`config.mk`:
```
export PLATFORM = sky130hd
export DESIGN_NAME = uart_tx_arbiter
export DESIGN_NICKNAME = d
export VERILOG_FILES = /design/src/rtl/uart_ctrl_pkg.sv /design/src/rtl/uart_rr_arbiter.sv /design/src/rtl/uart_tx_arbiter.sv
export SDC_FILE = /design/constraint.sdc
export NUM_CORES = 1
export LEC_CHECK = 0
export BUFFER_PORTS_ARGS = -buffer_cell sky130_fd_sc_hd__clkbuf_2
export CORE_AREA = 2 2 73 75
export CTS_CLUSTER_DIAMETER = 200
export CTS_CLUSTER_SIZE = 16
export DETAILED_ROUTE_END_ITERATION = 8
export DIE_AREA = 0 0 75 77
export PLACE_DENSITY = 0.78
export SLEW_MARGIN = 25
export SYNTH_ARGS = -nofsm -noshare
export SYNTH_HDL_FRONTEND = slang
export SYNTH_SLANG_ARGS = --single-unit
```
`constraint.sdc`:
```
create_clock -name clk -period 4.4 [get_ports clk]
set_clock_uncertainty 0.1 [all_clocks]
set_input_delay 0.44 -clock clk [delete_from_list [all_inputs] [get_ports clk]]
set_output_delay 0.44 -clock clk [all_outputs]
set_load 0.01 [all_outputs]
```
`src/rtl/uart_ctrl_pkg.sv`:
```
// uart_ctrl_pkg: shared definitions for the UART transmit arbiter.
//   uart_state_e  - transmit FSM states (IDLE, SEND, GAP)
//   DEF_*         - default parameter values for uart_tx_arbiter
//   cnt_width()   - bits needed for a counter reaching max_val (minimum 1)
package uart_ctrl_pkg;

  localparam int unsigned DEF_NUM_REQ     = 4;
  localparam int unsigned DEF_DATA_W      = 8;
  localparam int unsigned DEF_GAP_CYC     = 2;
  localparam int unsigned DEF_TIMEOUT_CYC = 20000;

  typedef enum logic [1:0] {
    IDLE = 2'd0,
    SEND = 2'd1,
    GAP  = 2'd2
  } uart_state_e;

  function automatic int unsigned cnt_width(input int unsigned max_val);
    return (max_val == 0) ? 1 : $clog2(max_val + 1);
  endfunction

endpackage

```
`src/rtl/uart_rr_arbiter.sv`:
```
// uart_rr_arbiter: combinational round-robin selector.
//   req          - per-requester request levels
//   last_granted - index of the most recent winner; search starts one above it
//   grant        - one-hot winner (all zero when no request)
//   grant_idx    - binary index of the winner
//   grant_vld    - at least one request present
module uart_rr_arbiter
  import uart_ctrl_pkg::*;
#(
  parameter int unsigned NUM_REQ = DEF_NUM_REQ
) (
  input  logic [NUM_REQ-1:0]         req,
  input  logic [$clog2(NUM_REQ)-1:0] last_granted,
  output logic [NUM_REQ-1:0]         grant,
  output logic [$clog2(NUM_REQ)-1:0] grant_idx,
  output logic                       grant_vld
);

  localparam int unsigned IDX_W = $clog2(NUM_REQ);

  logic [IDX_W-1:0] cand_idx;

  always_comb begin
    grant     = '0;
    grant_idx = '0;
    grant_vld = 1'b0;
    cand_idx  = '0;
    // i = NUM_REQ wraps back to last_granted itself, so it is checked last
    for (int unsigned i = 1; i <= NUM_REQ; i++) begin
      cand_idx = IDX_W'((32'(last_granted) + i) % NUM_REQ);
      if (!grant_vld && req[cand_idx]) begin
        grant[cand_idx] = 1'b1;
        grant_idx       = cand_idx;
        grant_vld       = 1'b1;
      end
    end
  end

endmodule

```
`src/rtl/uart_tx_arbiter.sv`:
```
// uart_tx_arbiter: shares one UART transmitter among NUM_REQ requesters.
//   clk, rst_n   - system clock, asynchronous active-low reset
//   req          - per-requester level request (payload valid while high)
//   req_data     - payloads, requester i at [i*DATA_W +: DATA_W]
//   gnt          - one-hot pulse: payload captured into din_tx
//   done         - one-hot pulse: frame of that requester completed
//   din_tx       - byte to transmitter, held until the next grant
//   data_update  - transmit enable, high throughout SEND
//   done_tx      - transmitter completion flag, rising edge is the event
//   busy         - high outside IDLE
//   timeout_err  - pulse when a frame is abandoned for lack of done_tx
module uart_tx_arbiter
  import uart_ctrl_pkg::*;
#(
  parameter int unsigned NUM_REQ     = DEF_NUM_REQ,
  parameter int unsigned DATA_W      = DEF_DATA_W,
  parameter int unsigned GAP_CYC     = DEF_GAP_CYC,
  parameter int unsigned TIMEOUT_CYC = DEF_TIMEOUT_CYC
) (
  input  logic                      clk,
  input  logic                      rst_n,
  input  logic [NUM_REQ-1:0]        req,
  input  logic [NUM_REQ*DATA_W-1:0] req_data,
  output logic [NUM_REQ-1:0]        gnt,
  output logic [NUM_REQ-1:0]        done,
  output logic [DATA_W-1:0]         din_tx,
  output logic                      data_update,
  input  logic                      done_tx,
  output logic                      busy,
  output logic                      timeout_err
);

  localparam int unsigned IDX_W = $clog2(NUM_REQ);
  localparam int unsigned TO_W  = cnt_width(TIMEOUT_CYC);
  localparam int unsigned GAP_W = cnt_width(GAP_CYC);

  localparam logic [TO_W-1:0]  TO_LIM   = TO_W'(TIMEOUT_CYC);
  localparam logic [GAP_W-1:0] GAP_LAST = GAP_W'((GAP_CYC == 0) ? 0 : GAP_CYC - 1);
  localparam logic [IDX_W-1:0] LAST_RST = IDX_W'(NUM_REQ - 1);

  uart_state_e        state_q, state_d;
  logic [NUM_REQ-1:0] gnt_q, gnt_d;
  logic [NUM_REQ-1:0] done_q, done_d;
  logic [DATA_W-1:0]  din_tx_q, din_tx_d;
  logic               timeout_err_q, timeout_err_d;
  logic [TO_W-1:0]    to_cnt_q, to_cnt_d;
  logic [GAP_W-1:0]   gap_cnt_q, gap_cnt_d;
  logic [IDX_W-1:0]   last_q, last_d;
  logic [IDX_W-1:0]   owner_q, owner_d;
  logic               done_tx_q, done_tx_d;

  logic [NUM_REQ-1:0] arb_grant;
  logic [IDX_W-1:0]   arb_idx;
  logic               arb_vld;
  logic               tx_rise;

  uart_rr_arbiter #(
    .NUM_REQ(NUM_REQ)
  ) u_rr (
    .req          (req),
    .last_granted (last_q),
    .grant        (arb_grant),
    .grant_idx    (arb_idx),
    .grant_vld    (arb_vld)
  );

  // done_tx is tracked in every state, so a level already high when SEND
  // is entered shows no edge and cannot complete the frame.
  assign tx_rise = done_tx & ~done_tx_q;

  always_comb begin
    state_d       = state_q;
    gnt_d         = '0;
    done_d        = '0;
    timeout_err_d = 1'b0;
    din_tx_d      = din_tx_q;
    to_cnt_d      = to_cnt_q;
    gap_cnt_d     = gap_cnt_q;
    last_d        = last_q;
    owner_d       = owner_q;
    done_tx_d     = done_tx;

    case (state_q)
      IDLE: begin
        if (arb_vld) begin
          gnt_d    = arb_grant;
          din_tx_d = req_data[arb_idx*DATA_W +: DATA_W];
          last_d   = arb_idx;
          owner_d  = arb_idx;
          to_cnt_d = '0;
          state_d  = SEND;
        end
      end
      SEND: begin
        if (TIMEOUT_CYC != 0) begin
          to_cnt_d = to_cnt_q + 1'b1;
        end
        // completion wins over a timeout reached on the same clock
        if (tx_rise) begin
          done_d[owner_q] = 1'b1;
          gap_cnt_d       = '0;
          state_d         = GAP;
        end else if ((TIMEOUT_CYC != 0) && (to_cnt_d == TO_LIM)) begin
          timeout_err_d = 1'b1;
          gap_cnt_d     = '0;
          state_d       = GAP;
        end
      end
      GAP: begin
        if (gap_cnt_q == GAP_LAST) begin
          state_d = IDLE;
        end else begin
          gap_cnt_d = gap_cnt_q + 1'b1;
        end
      end
      default: state_d = IDLE;
    endcase
  end

  always_ff @(posedge clk or negedge rst_n) begin
    if (!rst_n) begin
      state_q       <= IDLE;
      gnt_q         <= '0;
      done_q        <= '0;
      din_tx_q      <= '0;
      timeout_err_q <= 1'b0;
      to_cnt_q      <= '0;
      gap_cnt_q     <= '0;
      last_q        <= LAST_RST;
      owner_q       <= '0;
      done_tx_q     <= 1'b0;
    end else begin
      state_q       <= state_d;
      gnt_q         <= gnt_d;
      done_q        <= done_d;
      din_tx_q      <= din_tx_d;
      timeout_err_q <= timeout_err_d;
      to_cnt_q      <= to_cnt_d;
      gap_cnt_q     <= gap_cnt_d;
      last_q        <= last_d;
      owner_q       <= owner_d;
      done_tx_q     <= done_tx_d;
    end
  end

  assign gnt         = gnt_q;
  assign done        = done_q;
  assign din_tx      = din_tx_q;
  assign timeout_err = timeout_err_q;
  assign data_update = (state_q == SEND);
  assign busy        = (state_q != IDLE);

endmodule

```
; ---- After elaboration in Yosys (flattened, before gate mapping)
; Index checks and enable logic that the tools add are counted.
[totals]
register_bits = 41
input_bits = 39
out_inout_bits = 19
wordCells = 108
[classes]
add_sub_neg = 6
order_cmp = 10
n_eq_ne = 8
n_shift = 1
n_mux = 49
bitwise = 5
reduce_logical = 19
[op_table]
columns = operator, count
row1 = 4-bit 2-to-1 mux, 8
row2 = 32-bit by 6-bit indexed part select with 8-bit output, 1
row3 = 15-bit 2-to-1 mux, 2
row4 = 15-bit case mux with 2 select lines, 1
row5 = 2-bit 2-to-1 mux, 11
row6 = 1-bit 2-to-1 mux, 16
row7 = 15-bit by 1-bit adder with 15-bit output (second input constant), 1
row8 = 15-bit equality test (second input constant), 1
row9 = 2-bit by 3-bit less-than comparator with 1-bit output (second input constant), 5
row10 = 4-bit OR, 3
row11 = 1-bit demux with 2-bit select, 5
row12 = 2-bit by 1-bit >= comparator with 1-bit output (second input constant), 5
row13 = 1-bit binary-select mux with 2-bit select, 4
row14 = 1-bit logical AND, 8
row15 = 2-bit by 1-bit adder with 2-bit output (second input constant), 3
row16 = 2-bit inequality test (second input constant), 3
row17 = 2-bit case mux with 3 select lines, 1
row18 = 3-bit AND reduction, 2
row19 = 2-bit nonzero test, 3
row20 = 2-bit adder (second input constant), 2
row21 = 2-bit by 1-bit equality test with 1-bit output (second input constant), 2
row22 = 2-bit case mux with 2 select lines, 1
row23 = 2-bit AND reduction, 2
row24 = 1-bit logical NOT, 3
row25 = 5 further kinds, 5

; ---- Longest topological paths before layout
[depth]
depth_word = 15
mapped_depth = 13
ltp_nobuf = 8

; ---- Hierarchy
; From an unflattened synthesis, not the netlist that was laid out.
[unflattened]
hier_cells = 284
hier_area_um2 = 2723.9
[modules_own_cells]
columns = module, n_inst, cells_each, area_each_um2, seq_area_each_um2
row1 = uart_tx_arbiter, 1, 216, 2198.4, 1028.5
row2 = uart_rr_arbiter, 1, 68, 525.5, 0.0

; ---- Least setup slack after synthesis
; Ideal clock, no wire load.
[synth_timing]
path_kind = register to register
start = register last_q[0]
end = register din_tx_q[0] (netlist: din_tx[0])
setup_ns = 0.142
arrival_time_ns = 3.056
required_ns = 4.158
setup_slack_ns = 1.102
stages_incl_launch_ff = 14
n_path_buf = 5
period_less_slack_ns = 3.298
cell_sequence = dfstp_2 > buf_6 > clkbuf_1 > inv_1 > ha_1 > buf_2 > nand2b_1 > a2111oi_0 > nand3b_2 > mux2_4 > buf_6 > buf_8 > mux2i_1 > o221ai_1
[synth_via]
elab_chain_len = 14
word_cells_on_any_way = 28
classes_between = 4 x add/sub / 1 x shift / 16 x mux / 7 x reduce/logical
[synth_rtl]
columns = item, line
row1 = start: declaration, uart_tx_arbiter.sv:48  ; logic [IDX_W-1:0] last_q, last_d;
row2 = start signal: assignment, uart_tx_arbiter.sv:140  ; last_q <= last_d;
row3 = 2-bit by 1-bit adder with 2-bit output, uart_rr_arbiter.sv:30  ; cand_idx = IDX_W'((32'(last_granted) + i) % NUM_REQ);
row4 = 1-bit binary-select mux with 2-bit select, uart_rr_arbiter.sv:31  ; if (!grant_vld && req[cand_idx]) begin
row5 = 1-bit 2-to-1 mux (implied by the code), uart_rr_arbiter.sv:31
row6 = 1-bit 2-to-1 mux, uart_rr_arbiter.sv:31
row7 = 1-bit logical NOT, uart_rr_arbiter.sv:31
row8 = 1-bit logical AND, uart_rr_arbiter.sv:31
row9 = 1-bit 2-to-1 mux, uart_rr_arbiter.sv:31
row10 = 1-bit logical NOT, uart_rr_arbiter.sv:31
row11 = 1-bit logical AND, uart_rr_arbiter.sv:31
row12 = 1-bit 2-to-1 mux, uart_rr_arbiter.sv:31
row13 = 1-bit logical NOT, uart_rr_arbiter.sv:31
row14 = 1-bit logical AND, uart_rr_arbiter.sv:31
row15 = 2-bit 2-to-1 mux / 1-bit 2-to-1 mux (equally long branches), uart_rr_arbiter.sv:31
row16 = 32-bit by 6-bit indexed part select with 8-bit output / 2-bit AND reduction (equally long branches), n/a
row17 = end signal: assignment, uart_tx_arbiter.sv:136  ; din_tx_q <= din_tx_d;
row18 = end: declaration, uart_tx_arbiter.sv:44  ; logic [DATA_W-1:0] din_tx_q, din_tx_d;
; Several ways; a longest one is shown, not always the timed one. The select of a mux whose other input is x is not followed.
; A chain may end at the register's enable or synchronous reset.

; ---- Final worst setup path
[layout_timing]
start = register last_q[0]
end = register din_tx_q[3] (netlist: din_tx[3])
; Same word-level chain as after synthesis.

==> metrics <==
fin. max-slew vios=0; DIE AREA=5780 sq um; Worst Max-Slew Pin Slew=around 0.90 ns; critical path's top delay family=flip-flops; met3 wire len=around 280 um; Core Util, Final=0.616; Area Overhead vs Synth=16.0%; most area-consuming cells after synthesis=dfrtp_1 (37%), mux2i_1 (8.0%), o21ai_0 (6.4%); Worst-Skew Late Latency=0.30 ns; flops & latches, synth=41; multiplexer share of the synthesized area=0.105; largest net degree at the start of global routing=42; Nets=387; placer congestion estimate=0.946; Cell variety after synth=49; cell taking the most area after synthesis=dfrtp_1; # rows=26; first-pass GRT wire length=between 9 and 10 mm; Crit Path Max Fanout=20; final setup violation count=0; status=finished clean; I/O pins=a little under 60; Critical Path AT=3.32 ns; # hold bufs at CTS=0; Cells after Synth=291; CTS buffer count=5; syn_area_per_cell=9.08 sq um; Crit path largest cell delay=0.78 ns; Starting Density=0.531; number of synthesized flops with an enable pin=0; R2R Path End=din_tx[3]; worst reg2reg path depth=8; startpoint types=register; Post-Synth Adder-Cell Area=0.0521; hold crit path type=in -> async; relative slew slack=0.403; grt ovf=0; H-tree Lvls=2; worst path buffer plus inverter count=1; vias per cell=5.56; Clock Path Buffers=2; dominant synthesized flop cell=dfrtp_1; Detailed Routing Iterations Pass 1=4; Clk Tree Root Cell=clkbuf_8; CTS sink cnt=41; initial antenna violation count=0; Cell Chain, Critical Path=inv_1, ha_1, nand2b_1, a2111oi_0, nand3b_2, mux2_4, mux2i_1, o221ai_1; final hold vios=0; Reg2Reg Setup Slack=1.14 ns; die height=between 70 and 80 um; Synth Area in Compound Gates=0.196; Seq/Total Area, Yosys=0.389; Post-DP HPWL=3.98 mm; WL/cell=between 10 and 15 um; Antenna Nets Post-Route=0; post-CTS setup buffers=0; n_diodes=0; Cell Pwr Density=657 nW/um^2; RSZ-0062 raised after global routing=no; maximum clock rate=307 MHz; Synth Area in Simple Gates=0.183; slowest CP cell=dfstp_2; FF-to-FF Start=last_q[0]; hold slack=about 0.16 ns; wl on met1=2.64 mm; vias in the first global route=2092; Post-CTS Resized=0; Post-synth top cells=dfrtp_1 (39), nand2_1 (39), o21ai_0 (34); core region area=4980 sq um; drt first-iter violations=104; FFs w/ async S/R, synth=1.00; cell area after synthesis=2640 sq um; GRT Total Usage=0.206; Yosys top cell area share=0.369; Tcrit/Tclk final=0.740; Critical Path Sink Type=register; Vias=2269; max layer used=met4; Crit Path Category=reg -> reg; setup TNS=0 ns; die width=75 um; metal2 WL=2.49 mm; VDD IR max=0.531 mV; xor/xnor cell area share of the yosys netlist=0.0199; CP required=4.46 ns; layout cells sized above 1=0.231; main combinational cell family by area after synthesis=compound AO/OA/AOI/OAI gates; Max Cap Viol=0; Yosys warning total=0; post-route minimum period=3.26 ns; Leakage=1.45 nW; syn nets=between 300 and 400; CTS tree=done; CTS clk-pin slew, worst paths=roughly 0.080 ns; Post-Route WL=5.46 mm; Port Buffers=57; DRC viols=0
cell type report:
| class | count | area [sq um] |
|---|---|---|
| fillers | 430 | 1910 |
| multi-input cells | 220 | 1480 |
| clock inverters | 3 | 65.1 |
| flip-flops and latches | 41 | 1030 |
| repair buffers | 58 | 293 |
| inverters | 11 | 41.3 |
| well taps | 70 | 87.6 |
| clock buffers | 5 | 68.8 |
worst reg2reg max path: cells and delay by family, from the launching register on:
family / cells / cell delay (ns)
flops: 1 / 0.78
mux: 2 / 0.63
compound gates: 2 / 0.52
fa+ha+maj: 1 / 0.47
simple gates: 2 / 0.42
buf+inv: 1 / 0.20
worst max path at each step:
stage / start / endpoint / cells past startpoint
CTS: last_q[0] / din_tx[3] / 8
finish: last_q[0] / din_tx[3] / 8
global route: last_q[0] / din_tx[3] / 8
floorplan: last_q[0] / din_tx[0] / 13
global placement: last_q[0] / din_tx[1] / 8
detailed placement: last_q[0] / din_tx[3] / 8
through the flow:
| step | instances | area (sq um) | setup WS (ns) | total power, mW |
|---|---|---|---|---|
| 6_report | 408 | 3060 | 1.14 | 2.01 |
| 5_1_grt | 408 | 3060 | 0.882 | 2.18 |
| 4_1_cts | 408 | 3060 | 1.14 | 2.02 |
| 3_5_place_dp | 400 | 2930 | 1.13 | 1.66 |
| 3_3_place_gp | 400 | 2930 | 1.33 | 1.63 |
| 2_1_floorplan | 291 | 2640 | 1.10 | 1.46 |
report_power, final:
group | leakage, nW | total [mW] | switching, mW | internal (mW)
logic | 0.849 | 1.05 | 0.600 | 0.447
clock network | 0.0681 | 0.361 | 0.135 | 0.225
registers | 0.534 | 0.605 | 0.119 | 0.486
layout by cell type, fill, tap and decap left out, types with 2 or more instances in the layout:
| cell type | instances |
|---|---|
| dfrtp_1 | 39 |
| nor4_1 | 7 |
| nand2b_1 | 5 |
| mux2_4 | 3 |
| bufinv_16 | 2 |
| nand3_1 | 6 |
| inv_1 | 11 |
| o31ai_1 | 2 |
| a31oi_1 | 4 |
| nor3_1 | 3 |
| o221ai_1 | 7 |
| nor2_1 | 21 |
| mux2i_1 | 21 |
| a21oi_1 | 9 |
| o22ai_1 | 3 |
| nand3b_1 | 2 |
| o21ai_0 | 34 |
| dfstp_2 | 2 |
| nand2_1 | 39 |
| and2_1 | 3 |
| a32oi_1 | 2 |
| ha_1 | 11 |
| xor2_1 | 3 |
| a211oi_1 | 2 |
| and3_1 | 3 |
| a221o_1 | 4 |
| xnor2_1 | 3 |
| nand4_1 | 5 |
| clkbuf_2 | 56 |
| clkbuf_8 | 5 |
sequential cells by signal, indices dropped and copies added, names as in the netlist:
name,flops
state_q,2
din_tx,8
timeout_err,1
last_q,2
to_cnt_q,15
done_tx_q,1
owner_q,2
gnt,4
done,4
gap_cnt_q,2
logic make-up after synthesis:
family / Yosys count
buffers and inverters: 30
multiplexers: 25
AO/OA/AOI/OAI: 78
XOR/XNOR: 6
flip-flops: 41
AND/OR/NAND/NOR: 100
adder cells (fa/ha/maj): 11
routing by layer:
metal / vias to the layer above / track usage
met5: - / 0
met4: 0 / 0.0500
met3: 6 / 0.0420
met2: 68 / 0.316
met1: 1051 / 0.297
li1: 1144 / -
Note: power is estimated with default switching activity, not from simulation.
